### config.mk
export PLATFORM = sky130hd
export DESIGN_NAME = out_layer_feeder_flat
export DESIGN_NICKNAME = d
export VERILOG_FILES = /design/src/rtl/nn_pkg.sv /design/src/rtl/out_layer_feeder_if.sv /design/src/rtl/tag_delay.sv /design/src/rtl/out_layer_feeder.sv /design/src/flat_wrapper.sv
export SDC_FILE = /design/constraint.sdc
export NUM_CORES = 2
export LEC_CHECK = 0
export ABC_AREA = 1
export CORE_ASPECT_RATIO = 1.2
export CORE_MARGIN = 3
export CORE_UTILIZATION = 53
export DETAILED_ROUTE_END_ITERATION = 7
export HOLD_SLACK_MARGIN = 0.05
export PLACE_DENSITY = 0.74
export REMOVE_ABC_BUFFERS = 1
export SYNTH_ARGS = -nofsm -noshare
export SYNTH_HDL_FRONTEND = slang
export SYNTH_SLANG_ARGS = --single-unit
export TNS_END_PERCENT = 1
### constraint.sdc
create_clock -name clk -period 2.6 [get_ports clk]
set_clock_uncertainty 0.15 [all_clocks]
set_input_delay 0.39 -clock clk [delete_from_list [all_inputs] [get_ports clk]]
set_output_delay 0.39 -clock clk [all_outputs]
set_load 0.01 [all_outputs]
### src/rtl/nn_pkg.sv
// Shared constants, state encoding and tag type for the output-layer datapath.
// PIPE_LAT_DEF must track the neuron_out pipeline: multiplier, adder tree, sigmoid LUT.
package nn_pkg;

  localparam int N_IN         = 14;
  localparam int W            = 17;
  localparam int IDX_W        = 4;
  localparam int VEC_W        = N_IN * W;
  localparam logic [W-1:0] Q_ONE = 17'h01000;

  localparam int MUL_LAT      = 3;
  localparam int ADD_STAGES   = 4;
  localparam int LUT_STAGES   = 1;
  localparam int PIPE_LAT_DEF = MUL_LAT + ADD_STAGES + LUT_STAGES;

  typedef enum logic [1:0] {
    ST_COLLECT = 2'd0,
    ST_ISSUE   = 2'd1,
    ST_DRAIN   = 2'd2
  } state_e;

  typedef struct packed {
    logic             vld;
    logic [IDX_W-1:0] idx;
  } tag_t;

  function automatic logic wr_in_range(input logic [IDX_W-1:0] out_i,
                                       input logic [IDX_W-1:0] lane_i,
                                       input int               n_out);
    return (int'(out_i) < n_out) && (int'(lane_i) < N_IN);
  endfunction

endpackage

### src/rtl/out_layer_feeder_if.sv
// Activation stream, weight-write port, neuron_out connection and tagged result bus.
// slave is the feeder side; master is the surrounding logic / neuron_out side.
interface out_layer_feeder_if;
  import nn_pkg::*;

  logic             in_valid;
  logic [W-1:0]     in_data;
  logic             in_ready;

  logic             wr_en;
  logic [IDX_W-1:0] wr_out;
  logic [IDX_W-1:0] wr_idx;
  logic [W-1:0]     wr_data;
  logic             wr_drop;

  logic [VEC_W-1:0] x_o;
  logic [VEC_W-1:0] w_o;
  logic             ce_o;
  logic [W-1:0]     y_i;

  logic             res_valid;
  logic [IDX_W-1:0] res_idx;
  logic [W-1:0]     res_data;
  logic             res_last;
  logic             busy;

  modport slave (
    input  in_valid, in_data, wr_en, wr_out, wr_idx, wr_data, y_i,
    output in_ready, wr_drop, x_o, w_o, ce_o, res_valid, res_idx, res_data, res_last, busy
  );

  modport master (
    output in_valid, in_data, wr_en, wr_out, wr_idx, wr_data, y_i,
    input  in_ready, wr_drop, x_o, w_o, ce_o, res_valid, res_idx, res_data, res_last, busy
  );

endinterface

### src/rtl/tag_delay.sv
// Fixed-depth shift register carrying {valid, idx} alongside the neuron_out pipeline.
// Latency DEPTH cycles, never stalls; synchronous clear while rst_n is low.
module tag_delay
  import nn_pkg::*;
#(
  parameter int DEPTH = PIPE_LAT_DEF
) (
  input  logic clk,
  input  logic rst_n,
  input  tag_t tag_in,
  output tag_t tag_out
);

  tag_t line_q [DEPTH];
  tag_t line_d [DEPTH];

  always_comb begin
    line_d[0] = tag_in;
    for (int i = 1; i < DEPTH; i++) begin
      line_d[i] = line_q[i-1];
    end
  end

  always_ff @(posedge clk) begin
    if (!rst_n) begin
      for (int i = 0; i < DEPTH; i++) begin
        line_q[i] <= '0;
      end
    end else begin
      line_q <= line_d;
    end
  end

  assign tag_out = line_q[DEPTH-1];

endmodule

### src/rtl/out_layer_feeder.sv
// Collects 14 activations, then issues one output neuron per cycle into neuron_out and tags results.
// Results PIPE_LAT cycles after issue; in_ready low for N_OUT+PIPE_LAT cycles per sample, no output stall.
module out_layer_feeder
  import nn_pkg::*;
#(
  parameter int N_OUT    = 10,
  parameter int PIPE_LAT = PIPE_LAT_DEF
) (
  input logic               clk,
  input logic               rst_n,
  out_layer_feeder_if.slave bus
);

  localparam int OW = (N_OUT > 1) ? $clog2(N_OUT) : 1;
  localparam int DW = (PIPE_LAT > 1) ? $clog2(PIPE_LAT) : 1;
  localparam logic [IDX_W-1:0] K_LAST    = IDX_W'(N_OUT - 1);
  localparam logic [IDX_W-1:0] LANE_LAST = IDX_W'(N_IN - 1);
  localparam logic [DW-1:0]    D_LAST    = DW'(PIPE_LAT - 1);

  state_e           state_q, state_d;
  logic [IDX_W-1:0] cnt_q, cnt_d;
  logic [IDX_W-1:0] k_q, k_d;
  logic [DW-1:0]    dcnt_q, dcnt_d;
  logic             ce_q, ce_d;
  logic             wr_drop_q, wr_drop_d;

  logic [W-1:0]     col_q  [N_IN];
  logic [W-1:0]     col_d  [N_IN];
  logic [W-1:0]     x_q    [N_IN];
  logic [W-1:0]     x_d    [N_IN];
  logic [W-1:0]     bank_q [N_OUT][N_IN];
  logic [W-1:0]     bank_d [N_OUT][N_IN];

  logic             in_hs;
  logic             wr_ok;
  logic [OW-1:0]    w_row;
  logic [VEC_W-1:0] x_vec;
  logic [VEC_W-1:0] w_vec;
  tag_t             tag_in;
  tag_t             tag_out;

  // ce_q doubles as a registered copy of rst_n, keeping in_ready low through reset.
  assign bus.in_ready = ce_q && (state_q == ST_COLLECT);
  assign in_hs        = bus.in_valid && bus.in_ready;
  assign wr_ok        = bus.wr_en && (state_q != ST_ISSUE)
                        && wr_in_range(bus.wr_out, bus.wr_idx, N_OUT);

  always_comb begin
    state_d   = state_q;
    cnt_d     = cnt_q;
    k_d       = k_q;
    dcnt_d    = dcnt_q;
    col_d     = col_q;
    x_d       = x_q;
    ce_d      = 1'b1;
    wr_drop_d = bus.wr_en && !wr_ok;
    unique case (state_q)
      ST_COLLECT: begin
        if (in_hs) begin
          col_d[cnt_q] = bus.in_data;
          if (cnt_q == LANE_LAST) begin
            // The 14th word bypasses col_q so the full vector is on x_o in the first ISSUE cycle.
            for (int i = 0; i < N_IN - 1; i++) begin
              x_d[i] = col_q[i];
            end
            x_d[N_IN-1] = bus.in_data;
            cnt_d       = '0;
            k_d         = '0;
            state_d     = ST_ISSUE;
          end else begin
            cnt_d = cnt_q + 4'd1;
          end
        end
      end
      ST_ISSUE: begin
        if (k_q == K_LAST) begin
          k_d     = '0;
          dcnt_d  = '0;
          state_d = ST_DRAIN;
        end else begin
          k_d = k_q + 4'd1;
        end
      end
      ST_DRAIN: begin
        if (dcnt_q == D_LAST) begin
          dcnt_d  = '0;
          state_d = ST_COLLECT;
        end else begin
          dcnt_d = dcnt_q + DW'(1);
        end
      end
      default: state_d = ST_COLLECT;
    endcase
  end

  // Range check in wr_ok guarantees the row index fits before truncation.
  always_comb begin
    bank_d = bank_q;
    if (wr_ok) begin
      bank_d[bus.wr_out[OW-1:0]][bus.wr_idx] = bus.wr_data;
    end
  end

  always_ff @(posedge clk) begin
    if (!rst_n) begin
      state_q   <= ST_COLLECT;
      cnt_q     <= '0;
      k_q       <= '0;
      dcnt_q    <= '0;
      ce_q      <= 1'b0;
      wr_drop_q <= 1'b0;
      for (int i = 0; i < N_IN; i++) begin
        x_q[i] <= '0;
      end
    end else begin
      state_q   <= state_d;
      cnt_q     <= cnt_d;
      k_q       <= k_d;
      dcnt_q    <= dcnt_d;
      ce_q      <= ce_d;
      wr_drop_q <= wr_drop_d;
      x_q       <= x_d;
    end
  end

  // Partial samples are discarded by clearing cnt_q; the bank survives reset.
  always_ff @(posedge clk) begin
    col_q  <= col_d;
    bank_q <= bank_d;
  end

  assign w_row = (state_q == ST_ISSUE) ? k_q[OW-1:0] : '0;

  always_comb begin
    x_vec = '0;
    w_vec = '0;
    for (int i = 0; i < N_IN; i++) begin
      x_vec[i*W +: W] = x_q[i];
      w_vec[i*W +: W] = bank_q[w_row][i];
    end
  end

  assign bus.x_o     = x_vec;
  assign bus.w_o     = w_vec;
  assign bus.ce_o    = ce_q;
  assign bus.wr_drop = wr_drop_q;
  assign bus.busy    = (state_q == ST_ISSUE) || (state_q == ST_DRAIN);

  assign tag_in.vld = (state_q == ST_ISSUE);
  assign tag_in.idx = (state_q == ST_ISSUE) ? k_q : '0;

  tag_delay #(
    .DEPTH (PIPE_LAT)
  ) u_tag_delay (
    .clk     (clk),
    .rst_n   (rst_n),
    .tag_in  (tag_in),
    .tag_out (tag_out)
  );

  assign bus.res_valid = tag_out.vld;
  assign bus.res_idx   = tag_out.idx;
  assign bus.res_data  = bus.y_i;
  assign bus.res_last  = tag_out.vld && (tag_out.idx == K_LAST);

endmodule

### src/flat_wrapper.sv
// flat-port wrapper written by rule: the top's interface ports become plain ports
module out_layer_feeder_flat import nn_pkg::*;
#(
  parameter int N_OUT    = 10,
  parameter int PIPE_LAT = PIPE_LAT_DEF
)
  (clk, rst_n, bus_in_valid, bus_in_data, bus_wr_en, bus_wr_out, bus_wr_idx, bus_wr_data, bus_y_i, bus_in_ready, bus_wr_drop, bus_x_o, bus_w_o, bus_ce_o, bus_res_valid, bus_res_idx, bus_res_data, bus_res_last, bus_busy);
  out_layer_feeder_if bus_i ();
  input logic clk;
  input logic rst_n;
  input wire logic [$bits(bus_i.in_valid)-1:0] bus_in_valid;
  input wire logic [$bits(bus_i.in_data)-1:0] bus_in_data;
  input wire logic [$bits(bus_i.wr_en)-1:0] bus_wr_en;
  input wire logic [$bits(bus_i.wr_out)-1:0] bus_wr_out;
  input wire logic [$bits(bus_i.wr_idx)-1:0] bus_wr_idx;
  input wire logic [$bits(bus_i.wr_data)-1:0] bus_wr_data;
  input wire logic [$bits(bus_i.y_i)-1:0] bus_y_i;
  output wire logic [$bits(bus_i.in_ready)-1:0] bus_in_ready;
  output wire logic [$bits(bus_i.wr_drop)-1:0] bus_wr_drop;
  output wire logic [$bits(bus_i.x_o)-1:0] bus_x_o;
  output wire logic [$bits(bus_i.w_o)-1:0] bus_w_o;
  output wire logic [$bits(bus_i.ce_o)-1:0] bus_ce_o;
  output wire logic [$bits(bus_i.res_valid)-1:0] bus_res_valid;
  output wire logic [$bits(bus_i.res_idx)-1:0] bus_res_idx;
  output wire logic [$bits(bus_i.res_data)-1:0] bus_res_data;
  output wire logic [$bits(bus_i.res_last)-1:0] bus_res_last;
  output wire logic [$bits(bus_i.busy)-1:0] bus_busy;
  assign bus_i.in_valid = bus_in_valid;
  assign bus_i.in_data = bus_in_data;
  assign bus_i.wr_en = bus_wr_en;
  assign bus_i.wr_out = bus_wr_out;
  assign bus_i.wr_idx = bus_wr_idx;
  assign bus_i.wr_data = bus_wr_data;
  assign bus_i.y_i = bus_y_i;
  assign bus_in_ready = bus_i.in_ready;
  assign bus_wr_drop = bus_i.wr_drop;
  assign bus_x_o = bus_i.x_o;
  assign bus_w_o = bus_i.w_o;
  assign bus_ce_o = bus_i.ce_o;
  assign bus_res_valid = bus_i.res_valid;
  assign bus_res_idx = bus_i.res_idx;
  assign bus_res_data = bus_i.res_data;
  assign bus_res_last = bus_i.res_last;
  assign bus_busy = bus_i.busy;
  out_layer_feeder #(.N_OUT(N_OUT), .PIPE_LAT(PIPE_LAT)) u_core (.clk(clk), .rst_n(rst_n), .bus(bus_i));
endmodule
==> impl_metrics.csv <==
group,metric,value,unit
status,outcome,"finished, violations left",
status,violations,"DRC, setup timing",
route,ant_nets,0,
setup_path,crit_top_cell,"buf_12",
placed_design,post-dp-hpwl,196000,µm
sta,finalSetupViolations,2623,
setup_path,cpPeakStageDelay,0.34,ns
synthesis,synth.area.top_cells,"edfxtp_1, nand2_1, nand3_1",
synthesis,synth-seq-area-share,0.714,
global_route,grt_pass1_wl,490000,µm
route,drc,10,
pwr,seq_power_share,0.488,
die,initial_utilization,0.536,
clock_tree,cts.sinks,2894,
flow_run,drv_cap,0,
die,die_x,436,µm
pwr,power_frac_comb,0.117,
clock_tree,cts_buffers,294,
synthesis,yosys_register_bits,2894,
setup_path,arrival,3.12,ns
synthesis,syn_area,0.118,mm²
finish,area_delta_synth_final,25.2,%
setup_path,critPathKind,"flip-flop to primary output",
clock_tree,cts_tree,"built",
sta,period_share,1.41,
sta,rsz0062_at_grt,"true",
die,num_rows,188,
synthesis,syn_avg_cell_area,10.9,µm²
global_route,grt_max_degree,151,
setup_path,slowest_stage,"dfxtp_2",
route,drt_iter0_markers,10692,
setup_path,crit_family,"buffers and inverters",
die,die_y,522,µm
pwr,clkPwrFrac,0.395,
route,drt-pass1-iter-count,8,
pwr,power_switching,25.1,mW
finish,stdcell_count,15012,
global_route,antenna_found_initial,12,
pwr,p_per_area,707,mW/mm²
clock_tree,path_clk_slew,0.07,ns
sta,timing.final.ws_setup,-1.06,ns
setup_path,r2r_slack,-0.77,ns
route,finalWirelength,342000,µm
sta,hold_viol_final,0,
global_route,grtUsageTotal,0.284,
finish,drive_gt1_frac,0.148,
sta,slew_headroom,0.225,
finish,mostFrequentLayoutCell,"edfxtp_1",
sta,slew_viol_final,0,
pwr,irDropWorstVdd,0.728,mV
setup_path,path_cells,"inv_2 -> ha_4 -> buf_12 -> nand2_8 -> clkinv_16 -> buf_16 -> buf_12 -> buf_12 -> buf_8 -> nand2_2 -> nand3_2 -> nand3_2 -> nand3_1 -> nand2_1 -> buf_6",
setup_path,endpoint_kind,"primary output",
route,vias_per_cell,5.62,
sta,fmax,0.273,GHz
clock_tree,clk_latency,0.92,ns
synthesis,synth.largest_area_cell,"edfxtp_1",
clock_tree,clockRootBuffer,"clkbuf_16",
placed_design,port_buffers,531,
finish,fin_area,0.147,mm²
sta,tightest_slew,1.16,ns
clock_tree,cts_buffer_depth,4,
pwr,p_leak,58.6,nW
synthesis,synth_top_area_share,0.664,
global_route,first_global_vias,81394,
finish,final_cell_mix,"edfxtp_1, nand2_1, nor2_1",
die,die_area,0.228,mm²
setup_path,crit_buf_inv,8,
synthesis,netlist_instances,10825,
setup_path,worstPathMaxFanout,8,
placed_design,dpl.cell_count,14321,
sta,setup_tns,-1247.34,ns
finish,finish.utilization,0.670,
die,coreArea,0.220,mm²
pwr,power.internal,79.1,mW
hold_path,min_path_type,"input pin to flip-flop",
global_route,gr-total-overflow,0,
placed_design,gp_congestion,0.876,
sta,min_period,3.66,ns
setup_path,worstSetupStartpointType,"flip-flop",
route,wl_per_cell,22.8,µm
placed_design,placedInstanceArea,0.133,mm²
finish,nNetsFinal,11929,
synthesis,synth_cell_type_count,21,
route,vias,84310,
die,ios,566,
setup_path,required,2.06,ns
synthesis,yosysWarnings,0,
clock_tree,htreeDepth,5,
pwr,sw_frac_of_total,0.241,
power by group through the flow:
stage          clock [mW]  combinational, mW  sequential, mW
6_report             41.2               12.2            50.8
5_1_grt              43.4               12.9            50.8
4_1_cts              41.4               11.5            50.8
3_5_place_dp            0               10.6            51.8
3_3_place_gp            0               10.4            51.8
2_1_floorplan           0               3.96            52.0
kinds of logic (layout without fill, tap and decap cells):
group / Yosys count / count (layout) / share of synthesized area
other: 0 / 4 / 0
AO/OA/AOI/OAI: 736 / 736 / 0.0364
flip-flops: 2894 / 2894 / 0.714
AND/OR/NAND/NOR: 5074 / 5074 / 0.178
buffers and inverters: 2113 / 3351 / 0.0717
adder cells (fa/ha/maj): 8 / 8 / 0.000851
synthesized netlist by cell type:
cell	number
clkbuf_1	248
inv_2	4
buf_4	47
nor2_2	2
buf_1	57
nor2_1	1626
o21ai_0	252
ha_1	8
edfxtp_1	2601
nand2_1	1990
buf_2	262
o21ai_1	233
dfxtp_1	293
inv_1	1495
o21bai_1	1
a21oi_1	12
nand2_2	12
nor3_2	1
nand3_1	1442
o21a_1	238
nor4_1	1
worst register-to-register path, stage by stage (launching register included):
cell     delay [ns]
dfxtp_2        0.34
inv_2          0.05
ha_4           0.17
buf_2          0.18
buf_4          0.15
inv_2          0.06
o21ai_1        0.16
nor2_2         0.50
buf_4          0.24
nand2_2        0.15
nor2_2         0.80
worst paths after layout:
kind	startpoint	to	cells past startpoint
worst min register to register	u_core.u_tag_delay.line_d[13]	u_core.u_tag_delay.line_d[8]	2
worst min-delay path	bus_in_data[8]	u_core.col_q[229]	2
worst max register to register	u_core.state_q[1]	u_core.bank_q[75]	10
worst max-delay path	u_core.state_q[1]	bus_w_o[128]	15
area by class of cell:
type	count	area, µm²
sequential	2894	84000
fill	14799	72400
multi-input combinational	5818	26900
timing repair buffer	1350	17800
clock buffer	357	7890
inverter	1499	5670
tap	2945	3680
clock inverter	144	1330
timing repair inverter	1	11.3
antenna	4	10.0
stage by stage:
step	setup WS (ns)	hold WS, ns	power, mW
global placement	-1.19	0.248	62.2
finish	-1.06	0.129	104
CTS	-1.32	0.0607	104
detailed placement	-1.29	0.247	62.4
floorplan	-36.38	0.236	56.0
global route	-1.14	0.0932	107
registers in the layout, indices dropped and copies added (netlist names), 3 cells and up:
| name | count |
|---|---|
| u_core.bank_q | 2380 |
| u_core.bus.x_o | 238 |
| u_core.col_q | 221 |
| u_core.u_tag_delay.line_d | 35 |
| u_core.u_tag_delay.tag_out | 5 |
| u_core.cnt_q | 4 |
| u_core.k_q | 4 |
| u_core.dcnt_q | 3 |
metal layers:
layer  GRT usage  routed length, µm  vias to the layer above
li1            -                  -                    37725
met2       0.472             165000                     5289
met4       0.154              18200                        2
met3      0.0576              36400                      945
met5           0                 11                        -
met1       0.352             123000                    40349
repair_timing:
| action | CTS | global route |
|---|---|---|
| pin swaps | 20 | 80 |
| gates resized for setup | 402 | 681 |
| setup buffers | 41 | 51 |
| hold buffers | 19 | 0 |
| endpoints found under the hold margin | 2250 | 0 |
| gates cloned | 36 | 40 |
| setup endpoints to repair | 2465 | 2624 |
No activity file was read; power rests on OpenSTA's default activity.
